[src/rtl/oled_fb_arbiter.sv]
// Shares one single-port framebuffer RAM: display reads (fixed 3-cycle latency, always win) and
// buffered camera writes drained in free cycles; cam_ready drops only when the write FIFO is full.
module oled_fb_arbiter #(
    parameter int c_x_size     = 80,
    parameter int c_y_size     = 60,
    parameter int c_color_bits = 16,
    parameter int c_addr_bits  = $clog2(c_x_size * c_y_size),
    parameter int c_fifo_depth = 4
) (
    input  logic                          clk,
    input  logic                          reset,
    input  logic [$clog2(c_x_size)-1:0]   disp_x,
    input  logic [$clog2(c_y_size)-1:0]   disp_y,
    input  logic                          disp_next,
    output logic [c_color_bits-1:0]       disp_color,
    input  logic                          cam_valid,
    output logic                          cam_ready,
    input  logic                          cam_sof,
    input  logic [c_color_bits-1:0]       cam_data,
    output logic [c_addr_bits-1:0]        mem_addr,
    output logic                          mem_we,
    output logic [c_color_bits-1:0]       mem_wdata,
    input  logic [c_color_bits-1:0]       mem_rdata,
    output logic                          wr_frame_done
);

    localparam int PIX = c_x_size * c_y_size;
    localparam int FAW = $clog2(c_fifo_depth);
    localparam int EW  = c_addr_bits + c_color_bits;
    localparam logic [c_addr_bits-1:0] LAST_ADDR = c_addr_bits'(PIX - 1);
    localparam logic [FAW:0]           FULL_CNT  = (FAW + 1)'(c_fifo_depth);

    typedef enum logic [1:0] {ST_IDLE, ST_RD, ST_RD_CAP} state_t;

    state_t                   state_q;
    logic                     rd_pend_q;
    logic                     rd_oob_q;
    logic                     fl_oob_q;
    logic [c_addr_bits-1:0]   rd_addr_q;
    logic [c_addr_bits-1:0]   rd_addr_d;
    logic                     rd_oob_d;
    logic [c_color_bits-1:0]  disp_color_q;
    logic [c_addr_bits-1:0]   mem_addr_q;
    logic                     mem_we_q;
    logic [c_color_bits-1:0]  mem_wdata_q;
    logic                     wr_frame_done_q;

    logic [EW-1:0]            fifo_q [c_fifo_depth];
    logic [FAW-1:0]           wr_ptr_q;
    logic [FAW-1:0]           rd_ptr_q;
    logic [FAW:0]             count_q;
    logic [c_addr_bits-1:0]   wr_cnt_q;
    logic [c_addr_bits-1:0]   wr_cnt_d;
    logic [c_addr_bits-1:0]   push_addr;
    logic [c_addr_bits-1:0]   head_addr;
    logic [c_color_bits-1:0]  head_data;
    logic                     fifo_full;
    logic                     fifo_empty;
    logic                     push;
    logic                     pop;

    always_comb begin
        rd_addr_d = c_addr_bits'(disp_y) * c_addr_bits'(c_x_size) + c_addr_bits'(disp_x);
        rd_oob_d  = (int'(disp_x) >= c_x_size) || (int'(disp_y) >= c_y_size);
        push_addr = cam_sof ? '0 : wr_cnt_q;
        wr_cnt_d  = (push_addr == LAST_ADDR) ? '0 : push_addr + c_addr_bits'(1);
        fifo_full  = (count_q == FULL_CNT);
        fifo_empty = (count_q == '0);
        cam_ready  = !fifo_full && !reset;
        push       = cam_valid && cam_ready;
        // A pending read owns the next RAM cycle, so no write may be scheduled into it.
        pop        = !rd_pend_q && !fifo_empty;
        {head_addr, head_data} = fifo_q[rd_ptr_q];
    end

    always_ff @(posedge clk) begin
        if (push) begin
            fifo_q[wr_ptr_q] <= {push_addr, cam_data};
        end
    end

    always_ff @(posedge clk) begin
        if (reset) begin
            wr_ptr_q <= '0;
            rd_ptr_q <= '0;
            count_q  <= '0;
            wr_cnt_q <= '0;
        end else begin
            if (push) begin
                wr_ptr_q <= wr_ptr_q + FAW'(1);
                wr_cnt_q <= wr_cnt_d;
            end
            if (pop) begin
                rd_ptr_q <= rd_ptr_q + FAW'(1);
            end
            case ({push, pop})
                2'b10:   count_q <= count_q + (FAW + 1)'(1);
                2'b01:   count_q <= count_q - (FAW + 1)'(1);
                default: count_q <= count_q;
            endcase
        end
    end

    always_ff @(posedge clk) begin
        if (reset) begin
            state_q         <= ST_IDLE;
            rd_pend_q       <= 1'b1;
            rd_addr_q       <= '0;
            rd_oob_q        <= 1'b0;
            fl_oob_q        <= 1'b0;
            disp_color_q    <= '0;
            mem_addr_q      <= '0;
            mem_we_q        <= 1'b0;
            mem_wdata_q     <= '0;
            wr_frame_done_q <= 1'b0;
        end else begin
            mem_we_q        <= 1'b0;
            wr_frame_done_q <= 1'b0;
            if (disp_next) begin
                rd_pend_q <= 1'b1;
                rd_addr_q <= rd_addr_d;
                rd_oob_q  <= rd_oob_d;
            end
            if (rd_pend_q) begin
                // Re-entering RD from any state restarts the read, so a superseded one never lands.
                state_q  <= ST_RD;
                fl_oob_q <= rd_oob_q;
                if (!rd_oob_q) begin
                    mem_addr_q <= rd_addr_q;
                end
                if (!disp_next) begin
                    rd_pend_q <= 1'b0;
                end
            end else begin
                case (state_q)
                    ST_RD: state_q <= ST_RD_CAP;
                    ST_RD_CAP: begin
                        state_q <= ST_IDLE;
                        if (!disp_next) begin
                            disp_color_q <= fl_oob_q ? '0 : mem_rdata;
                        end
                    end
                    default: state_q <= ST_IDLE;
                endcase
                if (pop) begin
                    mem_we_q        <= 1'b1;
                    mem_addr_q      <= head_addr;
                    mem_wdata_q     <= head_data;
                    wr_frame_done_q <= (head_addr == LAST_ADDR);
                end
            end
        end
    end

    assign disp_color    = disp_color_q;
    assign mem_addr      = mem_addr_q;
    assign mem_we        = mem_we_q;
    assign mem_wdata     = mem_wdata_q;
    assign wr_frame_done = wr_frame_done_q;

endmodule

[config.mk]
export PLATFORM = sky130hd
export DESIGN_NAME = oled_fb_arbiter
export DESIGN_NICKNAME = d
export VERILOG_FILES = /design/src/rtl/oled_fb_arbiter.sv
export SDC_FILE = /design/constraint.sdc
export NUM_CORES = 1
export LEC_CHECK = 0
export BUFFER_PORTS_ARGS = -buffer_cell sky130_fd_sc_hd__buf_2
export CORE_MARGIN = 2
export CORE_UTILIZATION = 35
export CTS_CLUSTER_DIAMETER = 150
export DETAILED_ROUTE_END_ITERATION = 12
export SLEW_MARGIN = 20
export SYNTH_ARGS = -nofsm -noshare
export SYNTH_HDL_FRONTEND = slang
export SYNTH_SLANG_ARGS = --single-unit
[constraint.sdc]
create_clock -name clk -period 2.9 [get_ports clk]
set_input_delay 0.29 -clock clk [delete_from_list [all_inputs] [get_ports clk]]
set_output_delay 0.29 -clock clk [all_outputs]
set_load 0.05 [all_outputs]
==> run_results.csv, run 1 <==
group,metric,value,unit
run_status,status,"completed",
yosys,synth.avg_cell_area,13.5,um2
pwr,power_switching,1560,uW
sta,fin_setup_tns,0,ns
placed_design,place_inst,1015,
critical_path,path_delay_family,"simple AND/OR/NAND/NOR gates",
yosys,yosysSeqAreaShare,0.633,
die,rows,56,
yosys,syn-num-nets,681,
yosys,yosysWarnings,0,
yosys,synthMuxAreaShare,0.103,
sta,hold_violations,0,
yosys,ys_ff_latch,203,
pwr,power.internal,5300,uW
routing,avgRoutedWirePerCell,16.2,um
die,die_w,158,um
clock_network,clk_latency,0.50,ns
placed_design,dpl-instance-area,9140,um2
clock_network,cts_root_buf,"clkbuf_16",
critical_path,rr_worst_depth,7,
pwr,clkPwrFrac,0.440,
pwr,power_frac_seq,0.466,
sta,max_freq,442,MHz
sta,fin_skew,0.00979,ns
die,pin_count,98,
cells_and_area,syn_to_final_growth,22.0,%
cells_and_area,final_layout_size_suffix_gt1_frac,0.264,
global_route,grt_start_max_net_pins,87,
clock_network,path_clk_slew,0.06,ns
cells_and_area,design_area,10100,um2
critical_path,path_buf_inv,0,
critical_path,critPathLaunchType,"register",
clock_network,clk_path_buf_depth,3,
yosys,yosysUniqueCellTypes,56,
pwr,combPwrFrac,0.093,
hold_path,hold_class,"in2reg",
die,dieArea,24800,um2
sta,finalSetupViolCount,0,
sta,fin_crit_sh,0.780,
global_route,grt_pass1_wl,27400,um
pwr,vdd_ir_drop_max,0.000561,V
yosys,synth-simple-area-share,0.118,
run,drv_cap,0,
routing,drt_pass1_iterations,8,
critical_path,arrival,2.60,ns
clock_network,cts_tree,"yes",
critical_path,worst-setup-path-type,"reg2reg",
yosys,synthXorXnorAreaFrac,0.0159,
placed_design,gp_congestion,0.789,
critical_path,worst-path-stages,7,
critical_path,cp-end-kind,"register",
placed_design,portBuffers,97,
critical_path,cpPeakStageDelay,0.39,ns
hold_path,whs_path_depth,1,
routing,via_count,5196,
global_route,grt_pass1_vias,5120,
clock_network,clock_sinks,203,
cells_and_area,nets,804,
cells_and_area,layoutNonFillerInstCount,1069,
global_route,grt-ovfl-total,0,
sta,slew_viol_final,0,
yosys,synth_top_family_by_area,"simple AND/OR/NAND/NOR gates",
global_route,antenna_found_initial,1,
yosys,synthAdderAreaFrac,0.0331,
cells_and_area,diodes,0,
clock_network,cts_made_buffers,23,
yosys,syn_inst,611,
yosys,async_flop_share,0,
die,die_height,158,um
yosys,ys.flop_type,"edfxtp_1",
pwr,leakagePower,0.00368,uW
placed_design,post-dp-hpwl,11000,um
sta,rsz0062_at_grt,"false",
critical_path,cp_cell_sequence,"nor2b_1 -> ha_1 -> nand4_1 -> nor3_2 -> a21o_1 -> a2bb2oi_1 -> nor2_1",
yosys,syn-cell-area,8250,um2
sta,timing.hold.ws,0.0258,ns
critical_path,critical_path.slowest_cell,"nor2b_1",
yosys,synth_edf_count,116,
pwr,power_density,681,nW/um2
sta,slew_headroom,0.333,
routing,drc_errors,0,
routing,dr.first_iter.drc_count,333,
critical_path,worstPathRequired,3.24,ns
yosys,synth-compound-area-share,0.0722,
routing,routed_wl,17300,um
clock_network,cts_resized,0,
routing,viasPerCell,4.86,
sta,worstMarginPinSlew,1.00,ns
global_route,gr-usage-all-layers,0.141,
pwr,netSwitchingFraction,0.227,
sta,period_needed,2.26,ns
clock_network,cts_max_level,1,
die,core_area,23300,um2
critical_path,path_max_fanout,6,
die,start_util,0.354,
routing,ant_nets,0,
==> layout by cell type (no fill, tap or decap), types with 4 or more instances in the layout <==
master / count
a211oi_1: 17
mux2i_1: 20
dfxtp_1: 86
nor2b_1: 13
clkbuf_16: 23
buf_2: 97
bufinv_16: 4
nand2_1: 59
clkbuf_1: 4
inv_1: 12
nand3_1: 8
a22oi_1: 4
nor3_1: 5
o21ai_0: 4
a21oi_1: 44
buf_4: 21
ha_1: 17
clkbuf_8: 4
clkinv_2: 4
dlygate4sd3_1: 13
nand2b_1: 4
edfxtp_1: 116
nand3b_1: 18
xnor2_1: 11
and2_1: 6
nor2_1: 49
mux4_2: 29
nand4b_1: 4
xor2_1: 4
==> flip-flops by register name (all words and copies together), names as in the netlist, named ones only <==
name / count
mem_we: 1
wr_cnt_q: 13
mem_wdata: 16
wr_ptr_q: 2
disp_color: 16
wr_frame_done: 1
rd_addr_q: 13
fl_oob_q: 1
rd_ptr_q: 2
mem_addr: 13
rd_oob_q: 1
fifo_q: 116
state_q: 2
rd_pend_q: 1
count_q: 3
==> power groups by stage <==
stage	clock, uW	sequential, uW	combinational (uW)
3_5_place_dp	0	3260	632
3_3_place_gp	0	3260	629
6_report	3020	3200	638
5_1_grt	3220	3210	700
2_1_floorplan	0	3340	359
4_1_cts	3110	3200	649
==> synthesized netlist by cell type (2+ instances only) <==
cell	number	share of area
xor2_1	4	0.0042
ha_1	17	0.026
a22oi_1	4	0.0036
dfxtp_1	87	0.21
buf_1	2	0.00091
clkbuf_1	19	0.0086
a211oi_1	17	0.015
o32ai_1	3	0.0032
nand2_1	59	0.027
nand4_1	3	0.0023
nor3_1	5	0.0030
mux2i_1	20	0.024
a21oi_1	44	0.027
a21o_1	3	0.0027
nand2b_1	4	0.0030
buf_2	8	0.0049
nand3_1	8	0.0049
nor2b_1	13	0.0099
xnor2_1	11	0.012
nand3b_1	18	0.016
o31ai_1	2	0.0018
a211oi_2	2	0.0030
a22o_1	3	0.0032
and2_1	6	0.0045
and3_1	3	0.0023
a311oi_1	2	0.0021
or2_1	2	0.0015
edfxtp_1	116	0.42
fa_1	3	0.0073
buf_4	3	0.0027
inv_1	12	0.0055
mux4_2	29	0.079
or3_1	2	0.0015
o21ai_0	4	0.0024
nand4b_1	4	0.0042
nor2_1	49	0.022
==> kinds of logic (layout without fill, tap and decap cells) <==
family / after synthesis / count (layout)
flip-flops: 203 / 203
AND/OR/NAND/NOR: 188 / 188
AO/OA/AOI/OAI: 90 / 90
multiplexers: 49 / 49
buffers and inverters: 46 / 185
adder cells (fa/ha/maj): 20 / 20
XOR/XNOR: 15 / 15
==> repair_timing <==
item	in CTS	in global routing
setup endpoints to repair	0	0
hold endpoints to repair	49	0
buffers inserted	0	0
hold buffers	13	0
==> layer usage <==
layer  wire length (um)  GRT usage  up-vias
li1                   -          -     2502
met2               7870      0.231      125
met5                 13          0        -
met3                967     0.0308       32
met4                329     0.0333        2
met1               8100      0.190     2535
==> final timing paths <==
kind	startpoint	to	slack, ns
setup / recovery	wr_cnt_q[0]$_SDFFE_PP0P_	wr_cnt_q[0]$_SDFFE_PP0P_	0.64
hold / removal	cam_data[14]	fifo_q[1][14]$_DFFE_PP_	0.03
setup reg to reg	wr_cnt_q[0]$_SDFFE_PP0P_	wr_cnt_q[0]$_SDFFE_PP0P_	0.64
hold reg to reg	disp_color[7]$_SDFFE_PP0P_	disp_color[7]$_SDFFE_PP0P_	0.45
==> stage by stage <==
| step | setup WS (ns) | utilization | power, uW |
|---|---|---|---|
| CTS | 0.644 | 0.432 | 6950 |
| global route | 0.470 | 0.432 | 7120 |
| finish | 0.639 | 0.432 | 6860 |
| floorplan | 0.441 | - | 3700 |
| detailed placement | 0.490 | 0.392 | 3890 |
| global placement | 0.514 | 0.392 | 3890 |
==> layout make-up <==
type / instances / area (um2)
clock buffers: 31 / 646
clock inverters: 10 / 151
fillers: 2188 / 13300
inverters: 13 / 48.8
multi-input cells: 362 / 2830
flip-flops and latches: 203 / 5230
well taps: 319 / 399
repair buffers: 131 / 773
No activity file was read; power rests on OpenSTA's default activity.
==> inputs of run 2 (changes only) <==
clock period = 1.95 ns   (was 2.9 ns; I/O delays follow)
==> run_results.csv, run 2 (synthesized netlist as in run 1, its figures left out) <==
group,metric,value,unit
run_status,status,"completed",
die,core_area,23300,um2
run,drv_cap,0,
cells_and_area,final_cell_mix,"edfxtp_1 (116), buf_2 (97), dfxtp_1 (84)",
die,die_w,158,um
sta,timing.hold.ws,0.0364,ns
die,pin_count,98,
die,dieArea,24800,um2
critical_path,critical_path.slowest_cell,"dfxtp_2",
sta,worstMarginPinSlew,0.461,ns
cells_and_area,fill_cells,2097,
critical_path,path_max_fanout,4,
cells_and_area,final_layout_size_suffix_gt1_frac,0.297,
sta,max_freq,539,MHz
cells_and_area,largest_reg_flops,116,
critical_path,rrSetupSlack,0.1,ns
clock_network,cts_max_level,1,
critical_path,worst-setup-path-type,"reg2reg",
pwr,vdd_ir_drop_max,0.000721,V
sta,finalSetupViolCount,0,
critical_path,worstPathRequired,2.39,ns
clock_network,clk_path_buf_depth,3,
clock_network,clock_sinks,203,
clock_network,clk_latency,0.52,ns
pwr,power_density,981,nW/um2
global_route,grt_pass1_wl,27200,um
clock_network,cts_root_buf,"clkbuf_16",
global_route,grt-ovfl-total,0,
routing,routed_wl,17100,um
sta,setup_slack,0.0950,ns
clock_network,cts_tree,"yes",
critical_path,rr_endpoint,"count_q[2]$_SDFFE_PP0P_",
placed_design,post-dp-hpwl,11000,um
clock_network,post_cts_buffers,0,
hold_path,hold_class,"in2reg",
sta,fin_skew,0.0192,ns
hold_path,whs_path_depth,3,
critical_path,path_delay_family,"simple AND/OR/NAND/NOR gates",
sta,slew_viol_final,0,
routing,drc_errors,0,
sta,hold_violations,0,
routing,drt_pass1_iterations,4,
critical_path,worst-path-stages,9,
sta,period_needed,1.85,ns
cells_and_area,nets,851,
routing,viasPerCell,4.72,
sta,slew_headroom,0.692,
clock_network,cts_made_buffers,23,
cells_and_area,regMostFlops,"fifo_q",
routing,dr.first_iter.drc_count,221,
hold_path,worst_hold_startpoint,"disp_y[2]",
sta,rsz0062_at_grt,"true",
die,die_height,158,um
critical_path,rr_worst_depth,9,
cells_and_area,final_common_cell,"edfxtp_1",
global_route,grt_start_max_net_pins,87,
placed_design,place_ws,-0.254,ns
global_route,grt_pass1_vias,5268,
routing,avgRoutedWirePerCell,15.3,um
hold_path,worstHoldEndpoint,"rd_oob_q$_SDFFE_PP0P_",
pwr,finalPower,10500,uW
cells_and_area,utilization,0.458,
critical_path,cpPeakStageDelay,0.36,ns
cells_and_area,syn_to_final_growth,29.5,%
die,start_util,0.354,
pwr,leakagePower,0.00397,uW
routing,ant_nets,0,
critical_path,arrival,2.29,ns
critical_path,crit-reg2reg-launch,"count_q[0]$_SDFFE_PP0P_",
critical_path,cp-end-kind,"register",
sta,fin_crit_sh,0.951,
die,rows,56,
cells_and_area,diodes,0,
placed_design,portBuffers,97,
clock_network,path_clk_slew,0.06,ns
global_route,gr-usage-all-layers,0.138,
critical_path,cp_cell_sequence,"nor3_1 -> or2_1 -> inv_2 -> ha_4 -> inv_2 -> fa_2 -> xor2_1 -> or3_1 -> a21oi_1",
placed_design,gp_congestion,0.811,
global_route,antenna_found_initial,0,
routing,via_count,5275,
critical_path,critPathLaunchType,"register",
critical_path,crit_path_frequent_cell,"inv_2",
critical_path,path_buf_inv,2,
## run 2: metrics by stage
stage / cell area, um2 / TNS, ns / cells
4_1_cts: 10700 / 0 / 1117
5_1_grt: 10700 / -0.0447 / 1117
3_3_place_gp: 9460 / -0.582 / 1038
2_1_floorplan: 8300 / -0.325 / 611
3_5_place_dp: 9460 / -0.679 / 1038
6_report: 10700 / 0 / 1117
## run 2: layer usage
metal / global-route usage / vias to the layer above / wire [um]
met3: 0.0267 / 24 / 760
met5: 0 / - / 0
li1: - / 2601 / -
met1: 0.179 / 2541 / 7900
met2: 0.237 / 109 / 8160
met4: 0.0364 / 0 / 284
## run 2: worst min-delay path, cell delays in order
cell and delay, ns:
buf_2 0.11, nand4_1 0.09, a311oi_1 0.09
## run 2: what timing repair did
item | in CTS | in global routing
gates resized for setup | 0 | 4
endpoints found under the setup margin | 0 | 2
hold endpoints to repair | 85 | 0
hold buffers | 37 | 0
## run 2: layout make-up
| cell class | instances | area, um2 | share of cell area |
|---|---|---|---|
| Clock buffer | 28 | 616 | 0.0576 |
| Multi-Input combinational cell | 362 | 2860 | 0.267 |
| Clock inverter | 14 | 223 | 0.0208 |
| Timing Repair Buffer | 178 | 1310 | 0.123 |
| Tap cell | 319 | 399 | 0.0374 |
| Inverter | 13 | 48.8 | 0.00457 |
| Sequential cell | 203 | 5230 | 0.489 |
## run 2: worst max-delay path by stage
stage                                       start                         end  slack, ns
after global placement                  disp_y[1]  rd_addr_q[12]$_SDFFE_PP0P_      -0.20
final                     count_q[0]$_SDFFE_PP0P_     count_q[2]$_SDFFE_PP0P_        0.1
after floorplan              rd_pend_q$_SDFF_PP1_     count_q[2]$_SDFFE_PP0P_      -0.23
after detailed placement                disp_y[1]  rd_addr_q[12]$_SDFFE_PP0P_      -0.25
after CTS                 count_q[0]$_SDFFE_PP0P_     count_q[2]$_SDFFE_PP0P_       0.02
after global routing      count_q[1]$_SDFFE_PP0P_     count_q[2]$_SDFFE_PP0P_      -0.04
## run 2: power by group
group | internal [uW] | switching, uW | leakage (uW)
combinational | 462 | 609 | 0.00180
clock | 2940 | 1720 | 0.000415
sequential | 4670 | 76.2 | 0.00175
total | 8070 | 2410 | 0.00397
==> inputs of run 3 (changes only) <==
CORE_UTILIZATION = 25   (was 35)
==> run_results.csv, run 3 (synthesized netlist as in run 1, its figures left out) <==
group,metric,value,unit
run_status,status,"completed",
hold_path,worst_hold_startpoint,"disp_x[6]",
critical_path,crit_path_frequent_cell,"inv_2",
sta,setup_slack,0.0334,ns
clock_network,cts_max_level,1,
critical_path,critPathLaunchType,"register",
die,core_area,32500,um2
routing,ant_nets,0,
die,rows,66,
die,die_w,186,um
routing,routed_wl,18500,um
pwr,leakagePower,0.00388,uW
run,drv_cap,0,
routing,drc_errors,0,
die,die_height,186,um
critical_path,rr_endpoint,"count_q[2]$_SDFFE_PP0P_",
placed_design,portBuffers,97,
critical_path,worstPathRequired,2.38,ns
cells_and_area,largest_reg_flops,116,
global_route,antenna_found_initial,1,
clock_network,clk_path_buf_depth,3,
clock_network,cts_tree,"yes",
clock_network,cts_made_buffers,23,
hold_path,whs_path_depth,3,
clock_network,cts_root_buf,"clkbuf_16",
sta,slew_headroom,0.664,
sta,fin_crit_sh,0.983,
sta,rsz0062_at_grt,"true",
global_route,grt_pass1_wl,28700,um
cells_and_area,nets,843,
die,pin_count,98,
sta,fin_skew,0.00863,ns
cells_and_area,utilization,0.328,
cells_and_area,final_layout_size_suffix_gt1_frac,0.294,
cells_and_area,final_common_cell,"edfxtp_1",
global_route,gr-usage-all-layers,0.106,
sta,worstMarginPinSlew,0.504,ns
sta,max_freq,522,MHz
hold_path,hold_class,"in2reg",
pwr,power_density,937,nW/um2
global_route,grt_start_max_net_pins,87,
clock_network,clock_sinks,203,
critical_path,critical_path.slowest_cell,"dfxtp_4",
clock_network,post_cts_buffers,0,
placed_design,post-dp-hpwl,12000,um
cells_and_area,fill_cells,3251,
cells_and_area,syn_to_final_growth,29.2,%
critical_path,path_buf_inv,2,
sta,hold_violations,0,
clock_network,clk_latency,0.50,ns
critical_path,rr_worst_depth,9,
routing,avgRoutedWirePerCell,15.0,um
pwr,finalPower,9990,uW
routing,via_count,5349,
global_route,grt_pass1_vias,5231,
hold_path,worstHoldEndpoint,"rd_oob_q$_SDFFE_PP0P_",
critical_path,cpPeakStageDelay,0.36,ns
routing,dr.first_iter.drc_count,293,
critical_path,rrSetupSlack,0.03,ns
critical_path,arrival,2.35,ns
placed_design,place_ws,-0.191,ns
critical_path,path_delay_family,"simple AND/OR/NAND/NOR gates",
critical_path,cp-end-kind,"register",
sta,slew_viol_final,0,
pwr,vdd_ir_drop_max,0.000541,V
clock_network,path_clk_slew,0.06,ns
cells_and_area,final_cell_mix,"edfxtp_1 (116), buf_2 (96), dfxtp_1 (83)",
critical_path,worst-setup-path-type,"reg2reg",
cells_and_area,regMostFlops,"fifo_q",
die,dieArea,34500,um2
sta,period_needed,1.92,ns
global_route,grt-ovfl-total,0,
critical_path,path_max_fanout,4,
cells_and_area,diodes,0,
die,start_util,0.254,
sta,finalSetupViolCount,0,
routing,drt_pass1_iterations,4,
placed_design,gp_congestion,0.816,
critical_path,crit-reg2reg-launch,"count_q[1]$_SDFFE_PP0P_",
critical_path,cp_cell_sequence,"nor3_1 -> or2_1 -> inv_2 -> ha_4 -> inv_2 -> fa_2 -> xor2_1 -> or3_1 -> a21oi_1",
routing,viasPerCell,4.35,
run 3: tightest hold or removal path: cells and delay by family:
| kind | cells | cell delay (ns) |
|---|---|---|
| AOI/OAI and AO/OA | 2 | 0.19 |
| buffers and inverters | 1 | 0.12 |
run 3: timing repair:
item / 4_1_cts / 5_1_grt
setup endpoints to repair: 1 / 11
hold endpoints to repair: 84 / 0
hold buffers: 36 / 0
resized for setup: 1 / 8
pin swaps: 0 / 0
cloned: 0 / 0
run 3: report_power, final:
part / internal, uW / switching, uW
clock network: 2430 / 1730
registers: 4670 / 79.8
logic: 457 / 618
run 3: area by class of cell:
type | instances | area [um2] | share of cell area
sequential | 203 | 5240 | 0.491
multi-input combinational | 362 | 2860 | 0.268
timing repair buffer | 170 | 1230 | 0.115
clock buffer | 28 | 624 | 0.0586
tap | 442 | 553 | 0.0519
clock inverter | 13 | 113 | 0.0106
inverter | 13 | 48.8 | 0.00458
run 3: how the worst max path moves through the flow:
stage	startpoint	endpoint	slack, ns	cells after the start
after CTS	count_q[0]$_SDFFE_PP0P_	count_q[2]$_SDFFE_PP0P_	0.002	9
after global routing	count_q[1]$_SDFFE_PP0P_	count_q[2]$_SDFFE_PP0P_	-0.04	9
final	count_q[1]$_SDFFE_PP0P_	count_q[2]$_SDFFE_PP0P_	0.03	9
after global placement	disp_y[1]	rd_addr_q[12]$_SDFFE_PP0P_	-0.20	9
after floorplan	rd_pend_q$_SDFF_PP1_	count_q[2]$_SDFFE_PP0P_	-0.23	12
after detailed placement	disp_y[1]	rd_addr_q[12]$_SDFFE_PP0P_	-0.19	9
run 3: through the flow:
step	hold slack [ns]	setup TNS, ns	instances	instance area [um2]
after floorplan	0.294	-0.325	611	8300
after global placement	0.413	-0.562	1154	9540
after detailed placement	0.420	-0.610	1154	9540
after CTS	0.0479	0	1231	10600
after global routing	0.0403	-0.0357	1231	10700
final	0.0538	0	1231	10700
run 3: routing by layer:
metal  routed length (um)  vias to the layer above  GRT usage  part of all wire
met3                 1020                       29     0.0233             0.055
li1                     -                     2593          -                 -
met2                 8350                      112      0.174              0.45
met1                 8760                     2613      0.143              0.47
met4                  359                        2     0.0268             0.019
met5                   12                        -          0           0.00065
